<file path="src/rtl/ccff_bitstream_loader_if.sv">
// Word-wide bitstream source handshake for ccff_bitstream_loader.
// The source (master) presents cfg_data/cfg_valid; the loader (slave) answers with cfg_ready.
// A word transfers on a rising prog_clk edge where cfg_valid and cfg_ready are both high.
interface ccff_cfg_if #(
    parameter int unsigned WORD_W = 32
) ();
    logic [WORD_W-1:0] cfg_data;
    logic              cfg_valid;
    logic              cfg_ready;

    modport master (
        output cfg_data,
        output cfg_valid,
        input  cfg_ready
    );

    modport slave (
        input  cfg_data,
        input  cfg_valid,
        output cfg_ready
    );
endinterface

</file>
<file path="src/rtl/ccff_bitstream_loader.sv">
// Configuration-chain loader: serialises bitstream words MSB-first onto ccff_head and
// gates the fabric prog_clk so the chain advances only on valid bits. Exactly CHAIN_LEN
// bits are shifted per load, after which done is held until the next start.
//
// Optional build macro CCFF_TAIL_CRC_EN adds head_crc/tail_crc (CRC-16-CCITT, poly 0x1021,
// init 0xFFFF, MSB-first, no final XOR) over the bits sent into and returned from the chain.
module ccff_bitstream_loader #(
    parameter int unsigned CHAIN_LEN = 4096,
    parameter int unsigned WORD_W    = 32
) (
    input  logic      prog_clk,
    input  logic      prog_reset_n,
    input  logic      start,
    input  logic      abort,
    ccff_cfg_if.slave cfg,
    output logic      ccff_head,
    output logic      prog_clk_en,
    input  logic      ccff_tail,
    output logic      busy,
    output logic      done
`ifdef CCFF_TAIL_CRC_EN
    ,
    output logic [15:0] head_crc,
    output logic [15:0] tail_crc
`endif
);

    localparam int unsigned CNT_W = $clog2(CHAIN_LEN + 1);
    localparam int unsigned WL_W  = $clog2(WORD_W + 1);

    localparam logic [CNT_W-1:0] ChainLenC = CNT_W'(CHAIN_LEN);

    typedef enum logic [1:0] {
        StIdle,
        StLoad,
        StShift,
        StDone
    } state_e;

    state_e            state_q, state_d;
    logic [CNT_W-1:0]  bit_cnt_q, bit_cnt_d;     // bits shifted before the current cycle
    logic [WL_W-1:0]   word_left_q, word_left_d; // bits of the current word still to send
    logic [WORD_W-1:0] shreg_q, shreg_d;         // MSB is the bit on ccff_head while shifting
    logic              ccff_head_q, ccff_head_d;
    logic              prog_clk_en_q, prog_clk_en_d;

    logic              cfg_ready_c;
    logic              accept;
    logic              start_acc;
    logic [CNT_W-1:0]  cnt_inc;
    logic [CNT_W-1:0]  load_base;
    logic [CNT_W-1:0]  rem_bits;
    logic [WL_W-1:0]   word_len;

    // Only the optional CRC consumes the chain loopback.
    logic unused_ccff_tail;
    assign unused_ccff_tail = ccff_tail;

    assign cnt_inc   = bit_cnt_q + CNT_W'(1);
    // A word taken in the last-bit window of SHIFT starts after the bit now being sent.
    assign load_base = (state_q == StShift) ? cnt_inc : bit_cnt_q;
    assign rem_bits  = ChainLenC - load_base;
    // Clamp to the bits the chain still needs so a partial final word drops its low bits.
    assign word_len  = (32'(rem_bits) >= WORD_W) ? WL_W'(WORD_W) : WL_W'(rem_bits);

    assign accept    = cfg.cfg_valid & cfg_ready_c;
    assign start_acc = start & ~abort & ((state_q == StIdle) | (state_q == StDone));

    // Ready: whole LOAD state, or the last bit of a word when more chain bits remain.
    always_comb begin
        cfg_ready_c = 1'b0;
        case (state_q)
            StLoad:  cfg_ready_c = ~abort;
            StShift: cfg_ready_c = ~abort & (word_left_q == WL_W'(1)) & (cnt_inc != ChainLenC);
            default: cfg_ready_c = 1'b0;
        endcase
    end

    assign cfg.cfg_ready = cfg_ready_c;

    // Next-state, counters and shift register; registered outputs follow the next state.
    always_comb begin
        state_d     = state_q;
        bit_cnt_d   = bit_cnt_q;
        word_left_d = word_left_q;
        shreg_d     = shreg_q;

        if (abort) begin
            // Abort wins over start, including a start in IDLE.
            state_d     = StIdle;
            bit_cnt_d   = '0;
            word_left_d = '0;
        end else begin
            case (state_q)
                StIdle: begin
                    if (start) begin
                        state_d   = StLoad;
                        bit_cnt_d = '0;
                    end
                end
                StLoad: begin
                    if (accept) begin
                        shreg_d     = cfg.cfg_data;
                        word_left_d = word_len;
                        state_d     = StShift;
                    end
                end
                StShift: begin
                    bit_cnt_d   = cnt_inc;
                    word_left_d = word_left_q - WL_W'(1);
                    shreg_d     = shreg_q << 1;
                    if (cnt_inc == ChainLenC) begin
                        state_d = StDone;
                    end else if (word_left_q == WL_W'(1)) begin
                        if (accept) begin
                            // Back-to-back word: next cycle sends its MSB with no bubble.
                            shreg_d     = cfg.cfg_data;
                            word_left_d = word_len;
                        end else begin
                            state_d = StLoad;
                        end
                    end
                end
                StDone: begin
                    if (start) begin
                        state_d   = StLoad;
                        bit_cnt_d = '0;
                    end
                end
                default: state_d = StIdle;
            endcase
        end

        prog_clk_en_d = (state_d == StShift);
        ccff_head_d   = (state_d == StShift) ? shreg_d[WORD_W-1] : 1'b0;
    end

    // State and datapath registers, cleared asynchronously.
    always_ff @(posedge prog_clk or negedge prog_reset_n) begin
        if (!prog_reset_n) begin
            state_q       <= StIdle;
            bit_cnt_q     <= '0;
            word_left_q   <= '0;
            shreg_q       <= '0;
            ccff_head_q   <= 1'b0;
            prog_clk_en_q <= 1'b0;
        end else begin
            state_q       <= state_d;
            bit_cnt_q     <= bit_cnt_d;
            word_left_q   <= word_left_d;
            shreg_q       <= shreg_d;
            ccff_head_q   <= ccff_head_d;
            prog_clk_en_q <= prog_clk_en_d;
        end
    end

    assign ccff_head   = ccff_head_q;
    assign prog_clk_en = prog_clk_en_q;
    assign busy        = (state_q == StLoad) | (state_q == StShift);
    assign done        = (state_q == StDone);

`ifdef CCFF_TAIL_CRC_EN
    logic [15:0] head_crc_q, head_crc_d;
    logic [15:0] tail_crc_q, tail_crc_d;

    function automatic logic [15:0] crc16_step(input logic [15:0] crc, input logic b);
        logic [15:0] nxt;
        nxt = {crc[14:0], 1'b0};
        if (crc[15] ^ b) begin
            nxt = nxt ^ 16'h1021;
        end
        return nxt;
    endfunction

    // Accumulate both CRCs on every cycle the fabric captures a bit.
    always_comb begin
        head_crc_d = head_crc_q;
        tail_crc_d = tail_crc_q;
        if (start_acc) begin
            head_crc_d = 16'hFFFF;
            tail_crc_d = 16'hFFFF;
        end else if (prog_clk_en_q) begin
            head_crc_d = crc16_step(head_crc_q, ccff_head_q);
            tail_crc_d = crc16_step(tail_crc_q, ccff_tail);
        end
    end

    // CRC registers.
    always_ff @(posedge prog_clk or negedge prog_reset_n) begin
        if (!prog_reset_n) begin
            head_crc_q <= 16'hFFFF;
            tail_crc_q <= 16'hFFFF;
        end else begin
            head_crc_q <= head_crc_d;
            tail_crc_q <= tail_crc_d;
        end
    end

    assign head_crc = head_crc_q;
    assign tail_crc = tail_crc_q;
`else
    logic unused_start_acc;
    assign unused_start_acc = start_acc;
`endif

endmodule

</file>
<file path="src/flat_wrapper.sv">
// flat-port wrapper written by rule: the top's interface ports become plain ports
module ccff_bitstream_loader_flat 
#(
    parameter int unsigned CHAIN_LEN = 4096,
    parameter int unsigned WORD_W    = 32
)
  (prog_clk, prog_reset_n, start, abort, ccff_head, prog_clk_en, ccff_tail, busy, done, cfg_cfg_data, cfg_cfg_valid, cfg_cfg_ready);
  ccff_cfg_if #(.WORD_W(WORD_W)) cfg_i ();
  input  logic prog_clk;
  input  logic prog_reset_n;
  input  logic start;
  input  logic abort;
  output logic ccff_head;
  output logic prog_clk_en;
  input  logic ccff_tail;
  output logic busy;
  output logic done;
  input wire logic [$bits(cfg_i.cfg_data)-1:0] cfg_cfg_data;
  input wire logic [$bits(cfg_i.cfg_valid)-1:0] cfg_cfg_valid;
  output wire logic [$bits(cfg_i.cfg_ready)-1:0] cfg_cfg_ready;
  assign cfg_i.cfg_data = cfg_cfg_data;
  assign cfg_i.cfg_valid = cfg_cfg_valid;
  assign cfg_cfg_ready = cfg_i.cfg_ready;
  ccff_bitstream_loader #(.CHAIN_LEN(CHAIN_LEN), .WORD_W(WORD_W)) u_core (.prog_clk(prog_clk), .prog_reset_n(prog_reset_n), .start(start), .abort(abort), .cfg(cfg_i), .ccff_head(ccff_head), .prog_clk_en(prog_clk_en), .ccff_tail(ccff_tail), .busy(busy), .done(done));
endmodule
</file>
<file path="config.mk">
export PLATFORM = sky130hd
export DESIGN_NAME = ccff_bitstream_loader_flat
export DESIGN_NICKNAME = d
export VERILOG_FILES = /design/src/rtl/ccff_bitstream_loader_if.sv /design/src/rtl/ccff_bitstream_loader.sv /design/src/flat_wrapper.sv
export SDC_FILE = /design/constraint.sdc
export NUM_CORES = 1
export LEC_CHECK = 0
export ABC_AREA = 1
export CAP_MARGIN = 20
export CELL_PAD_IN_SITES_DETAIL_PLACEMENT = 0
export CELL_PAD_IN_SITES_GLOBAL_PLACEMENT = 1
export CORE_ASPECT_RATIO = 0.7
export CORE_MARGIN = 2
export CORE_UTILIZATION = 44
export CTS_CLUSTER_SIZE = 28
export DETAILED_ROUTE_END_ITERATION = 6
export GPL_ROUTABILITY_DRIVEN = 0
export PLACE_DENSITY = 0.92
export SYNTH_ARGS = -nofsm -noshare
export SYNTH_HDL_FRONTEND = slang
export SYNTH_SLANG_ARGS = --single-unit
</file>
<file path="constraint.sdc">
create_clock -name prog_clk -period 6.65 [get_ports prog_clk]
set_input_delay 1.995 -clock prog_clk [delete_from_list [all_inputs] [get_ports prog_clk]]
set_output_delay 1.995 -clock prog_clk [all_outputs]
set_load 0.05 [all_outputs]
</file>
After elaboration in Yosys (flattened, before gate mapping)
Cells that the tools add are included.
{ "totals": {"register_bits": 55, "in_bits": 38} }
{ "op_classes": {"add_sub_neg": 3, "magnitude_cmp": 1, "n_eq_ne": 10, "muxes": 26, "bitwise_logic": 5, "n_reduce_logical": 8} }
{ "op_table": {"columns": ["operator", "count"], "rows": [
  ["2-to-1 mux 32 bit", 5],
  ["one-hot mux 32 bit (2 select lines)", 1],
  ["2-to-1 mux 13 bit", 3],
  ["2-to-1 mux 6 bit", 6],
  ["one-hot mux 13 bit (2 select lines)", 1],
  ["adder 13 x 1 -> 13 bit, second input constant", 1],
  ["== test 13 bit, second input constant", 1],
  ["greater-or-equal comparator 13 x 6 -> 1 bit, second input constant", 1],
  ["!= test 13 bit, second input constant", 1],
  ["subtractor 13 bit, first input constant", 1],
  ["2-to-1 mux 2 bit", 6],
  ["one-hot mux 6 bit (2 select lines)", 1],
  ["== test 2 bit, second input constant", 3],
  ["== test 6 x 1 -> 1 bit, second input constant", 1],
  ["one-hot mux 2 bit (3 select lines)", 1],
  ["nonzero test 3 bit", 2],
  ["subtractor 6 x 1 -> 6 bit, second input constant", 1],
  ["AND reduction 2 bit", 2],
  ["bitwise AND 1 bit", 3],
  ["!= test 3 x 1 -> 1 bit, second input constant", 1],
  ["!= test 3 x 2 -> 1 bit, second input constant", 1],
  ["AND reduction 3 bit", 1],
  ["== test 2 x 1 -> 1 bit, second input constant", 1],
  ["zero test 2 bit", 1],
  ["7 further kinds", 7]
]} }

Depth between registers and ports, before layout
{ "logic_depth": {"ltp_word": 12, "depth_mapped": 21, "mapped_depth_nobuf": 20} }

Worst setup path before layout
Ideal clock, no wire load.
{ "synth_path": {"path_type": "input to output", "from": "in abort", "to": "out cfg_cfg_ready", "arrival_ns": 2.953, "path_slack_ns": 1.702, "cell_stages": 7, "path_buffers": 0, "path_cell_list": "nor2_2 inv_1 nor2_2 inv_2 nor2_1 nand2_2 nand2_2"} }
{ "synth_between": {"elab_chain_len": 4} }
{ "synth_lines": {"columns": ["element", "line_no", "source"], "rows": [
  ["start: declaration", "flat_wrapper.sv:12", "input logic abort;"],
  ["NOT 1 bit (no source line) (*)", null, null],
  ["bitwise AND 1 bit (2 in series)", "ccff_bitstream_loader.sv:74", "StShift: cfg_ready_c = ~abort & (word_left_q == WL_W'(1)) & (cnt_inc != ChainLenC);"],
  ["one-hot mux 1 bit (2 select lines) (*)", "ccff_bitstream_loader.sv:72", "case (state_q)"],
  ["end: declaration", "flat_wrapper.sv:20", "output wire logic [$bits(cfg_i.cfg_ready)-1:0] cfg_cfg_ready;"]
]} }
Mark *: on every way between the ends. The rest lies on a longest branch, timed or not.

Final worst setup path
Ends and elaborated chain as after synthesis.

==> out/qor.json <==
{
  "cts": {
    "cts-root-buf": "sky130_fd_sc_hd__clkbuf_16",
    "worst_setup_hold_path_clk_slew_ns": 0.08,
    "post_cts.resized_instances": 0,
    "ctsHoldBuffers": 0,
    "cts_num_sinks": 55,
    "worstSkewPairLatency_ns": 0.31,
    "cts_tree": "done",
    "htree_num_levels": 2,
    "tritoncts.num_buffers": 5,
    "post_cts_setup_repair_buffer_count": 0,
    "cts_buffer_depth": 2
  },
  "synthesis": {
    "yosys_warnings": 0,
    "synth_compound_area_share_pct": 14.0,
    "post_synth_instance_area_sq_um": 4090,
    "synth.cells.most_frequent": "sky130_fd_sc_hd__nand2_1 (217), sky130_fd_sc_hd__inv_1 (91), sky130_fd_sc_hd__dfrtp_1 (55)",
    "synth_seq_area_share_pct": 33.7,
    "netlist.top_cell.by_area": "sky130_fd_sc_hd__dfrtp_1",
    "ys_dominant_reg_cell": "sky130_fd_sc_hd__dfrtp_1",
    "synth_mux_area_share_pct": 0,
    "syn_nets": 665,
    "number_of_enable_flip_flop_cells_after_synthesis": 0,
    "synthMostInstantiatedCell": "sky130_fd_sc_hd__nand2_1",
    "top_cells_by_area_synth": "sky130_fd_sc_hd__dfrtp_1 (34%), sky130_fd_sc_hd__nand2_1 (20%), sky130_fd_sc_hd__inv_1 (8.4%)",
    "synth_xor_area_share_pct": 1.71,
    "yosys.area.top_type_share_pct": 33.7,
    "yosys.area_share.adder_pct": 2.14,
    "synth_cell_type_count": 35,
    "syn-mean-instance-area_sq_um": 6.59,
    "postSynth.asyncResetShare_pct": 100,
    "yosys_register_bits": 55,
    "synth_simple_gate_area_share_pct": 36.2,
    "synthCells": 620,
    "dominant_combinational_cell_family_by_area_after_synthesis": "simple AND/OR/NAND/NOR gates"
  },
  "routing": {
    "postRouteWirelength_um": 10100,
    "dr_total_vias": 3848,
    "initialDrtViolationCount": 267,
    "drt_pass1_iterations": 5,
    "drt.antenna.violating_nets": 0,
    "routed_wire_length_per_instance_um": 13.0,
    "post_route_drc": 0,
    "via_per_inst": 4.98
  },
  "power": {
    "power.combinational.fraction_pct": 46.5,
    "post-layout-total-power_mw": 1.43,
    "p_int_mw": 0.847,
    "power_frac_seq_pct": 34.2,
    "switching_share_pct": 41.0,
    "netSwitchingPower_mw": 0.588,
    "pwr-share-clk_pct": 19.2,
    "leakage_nw": 2.40,
    "power.ir.vdd_worst_uv": 184,
    "power_density_over_the_cells_nw_per_um2": 306
  },
  "sta": {
    "clock_skew_ns": 0.00764,
    "hold_viol_final": 0,
    "clock.fmax_mhz": 174,
    "layout_min_cycle_time_ns": 5.75,
    "timing.max_slew.rel_slack_pct": 51.0,
    "fin_crit_sh_pct": 86.5,
    "holdWs_ns": 0.498,
    "timing_worst_slew_pin_value_ns": 0.734,
    "slew_viol_final": 0,
    "rsz_0062_raised_after_global_routing": "false",
    "setup_total_negative_slack_ns": 0,
    "setup_viol": 0
  },
  "floorplanning": {
    "fp.dieW_um": 119,
    "core_area_sq_um": 9030,
    "effective_utilization_at_floorplan_pct": 45.2,
    "die_area_sq_um": 10100,
    "die_h_um": 84.6,
    "row_count": 29,
    "ios": 43
  },
  "setup_path": {
    "rr_startpoint": "u_core.state_q[0]",
    "timing_worst_setup_path_type": "in -> out",
    "rrSetupSlack_ns": 3.14,
    "rr_endpoint": "u_core.shreg_q[2]",
    "critical_path_peak_fanout": 10,
    "timing.critical_path.buf_inv": 4,
    "timing.critical_path.slowest_cell_delay_ns": 0.51,
    "worst_setup_path_endpoint": "cfg_cfg_ready",
    "critPathCaptureType": "primary output",
    "cell_depth_of_the_worst_setup_path": 9,
    "crit_arrival_ns": 3.76,
    "setup.worst_path.start_class": "primary input",
    "cp_cell_sequence": "clkdlybuf4s50_1 -> nor2_2 -> inv_1 -> nor2_2 -> inv_2 -> nor2_1 -> nand2_2 -> nand2_2 -> buf_4",
    "cp_top_family": "buffers and inverters",
    "timing.reg2reg.worst_path_depth": 16,
    "worst_ep_required_time_ns": 4.66,
    "critPathSlowestCell": "sky130_fd_sc_hd__clkdlybuf4s50_1",
    "worst_setup_path_startpoint": "abort"
  },
  "finish": {
    "multiInputGateArea_sq_um": 2210,
    "area.growth.synth_to_final_pct": 14.8,
    "storage_element_area_sq_um": 1380,
    "diodes": 0,
    "fillCellCount": 907,
    "final_layout_size_suffix_gt1_share_pct": 8.94,
    "final_area_sq_um": 4690,
    "nets": 693
  },
  "global_routing": {
    "gr-usage-all-layers_pct": 21.5,
    "grt_start_max_net_pins": 56,
    "grt_overflow_total": 0,
    "grt_first_pass_wirelength_um": 17700,
    "grt_antenna_before_repair": 0,
    "first_global_vias": 3687
  },
  "min_path": {
    "holdCritPathClass": "reg -> reg"
  },
  "flow_run": {
    "max_cap_viol_count": 0
  },
  "place": {
    "placed_area_sq_um": 4540,
    "dp_hpwl_um": 7080,
    "io_buffers": 41
  },
  "outcome": {
    "outcome": "finished, final reports clean"
  }
}
[stage by stage]
step,setup WS [ns],util (%),instances
2_1_floorplan,1.70,-,620
3_3_place_gp,0.895,50.3,765
3_5_place_dp,0.896,50.3,765
4_1_cts,0.897,51.9,773
5_1_grt,0.753,51.9,773
6_report,0.897,51.9,773
[cell usage in the layout, fill, tap and decap left out, drive strengths merged, types with 2 or more instances in the layout]
cell	synthesis	routed
dfrtp	55	55
buf	19	4
nand4	5	5
a21boi	25	25
or2	9	9
nor3	2	2
o211ai	4	4
nand2	227	227
clkdlybuf4s50	0	39
inv	102	103
o22ai	9	9
o21ai	39	39
clkinvlp	0	2
nand3	57	57
nor2	37	37
clkbuf	3	5
ha	7	7
xnor2	5	5
a21oi	9	9
xor2	3	3
[state kept, by name, summed over array words and instances, names as in the netlist]
signal / flops
u_core.state_q: 2
u_core.bit_cnt_q: 13
u_core.prog_clk_en: 1
u_core.shreg_q: 32
u_core.ccff_head: 1
u_core.word_left_q: 6
[worst min path at each step]
stage	end	slack [ns]	start	cells past startpoint
after floorplan	u_core.shreg_q[2]	0.46	u_core.shreg_q[2]	2
after global placement	u_core.shreg_q[9]	0.48	u_core.shreg_q[9]	2
after global routing	u_core.shreg_q[2]	0.53	u_core.shreg_q[2]	2
final	u_core.shreg_q[9]	0.50	u_core.shreg_q[9]	2
after CTS	u_core.shreg_q[9]	0.50	u_core.shreg_q[9]	2
after detailed placement	u_core.shreg_q[9]	0.48	u_core.shreg_q[9]	2
[power groups by stage]
stage | logic [mW] | clock network [mW] | registers [mW]
after floorplan | 0.524 | 0 | 0.488
after global placement | 0.644 | 0 | 0.493
after detailed placement | 0.662 | 0 | 0.497
after CTS | 0.667 | 0.282 | 0.491
after global routing | 0.770 | 0.291 | 0.504
final | 0.668 | 0.276 | 0.491
[kinds of logic (layout without fill, tap and decap cells)]
kind of cell / count (synthesis) / count (layout)
buf+inv: 124 / 153
compound gates: 88 / 88
fa+ha+maj: 7 / 7
simple gates: 338 / 338
xor+xnor: 8 / 8
flops: 55 / 55
[worst register-to-register path, delay by kind of cell, from the launching register on]
family	cells	cell delay, ns
and+or+nand+nor	8	1.35
DFF	1	0.46
adders and majority gates	1	0.33
buffers and inverters	5	0.57
AOI/OAI and AO/OA	2	0.69
[cell type report]
class                   count  area share, %
repair buffers             43           8.91
inverters                 102           8.16
flip-flops and latches     55           29.3
multi-input cells         441           47.1
well taps                 124           3.31
clock buffers               5           2.67
clock inverters             3          0.507
[layer usage]
layer	vias up	global-route usage, %	routed length [um]
met5	-	0	0
met4	0	5.52	89
met3	8	3.46	373
met2	73	33.3	4350
met1	1787	31.4	5250
li1	1980	-	-
Power figures use the tool's default switching activity.
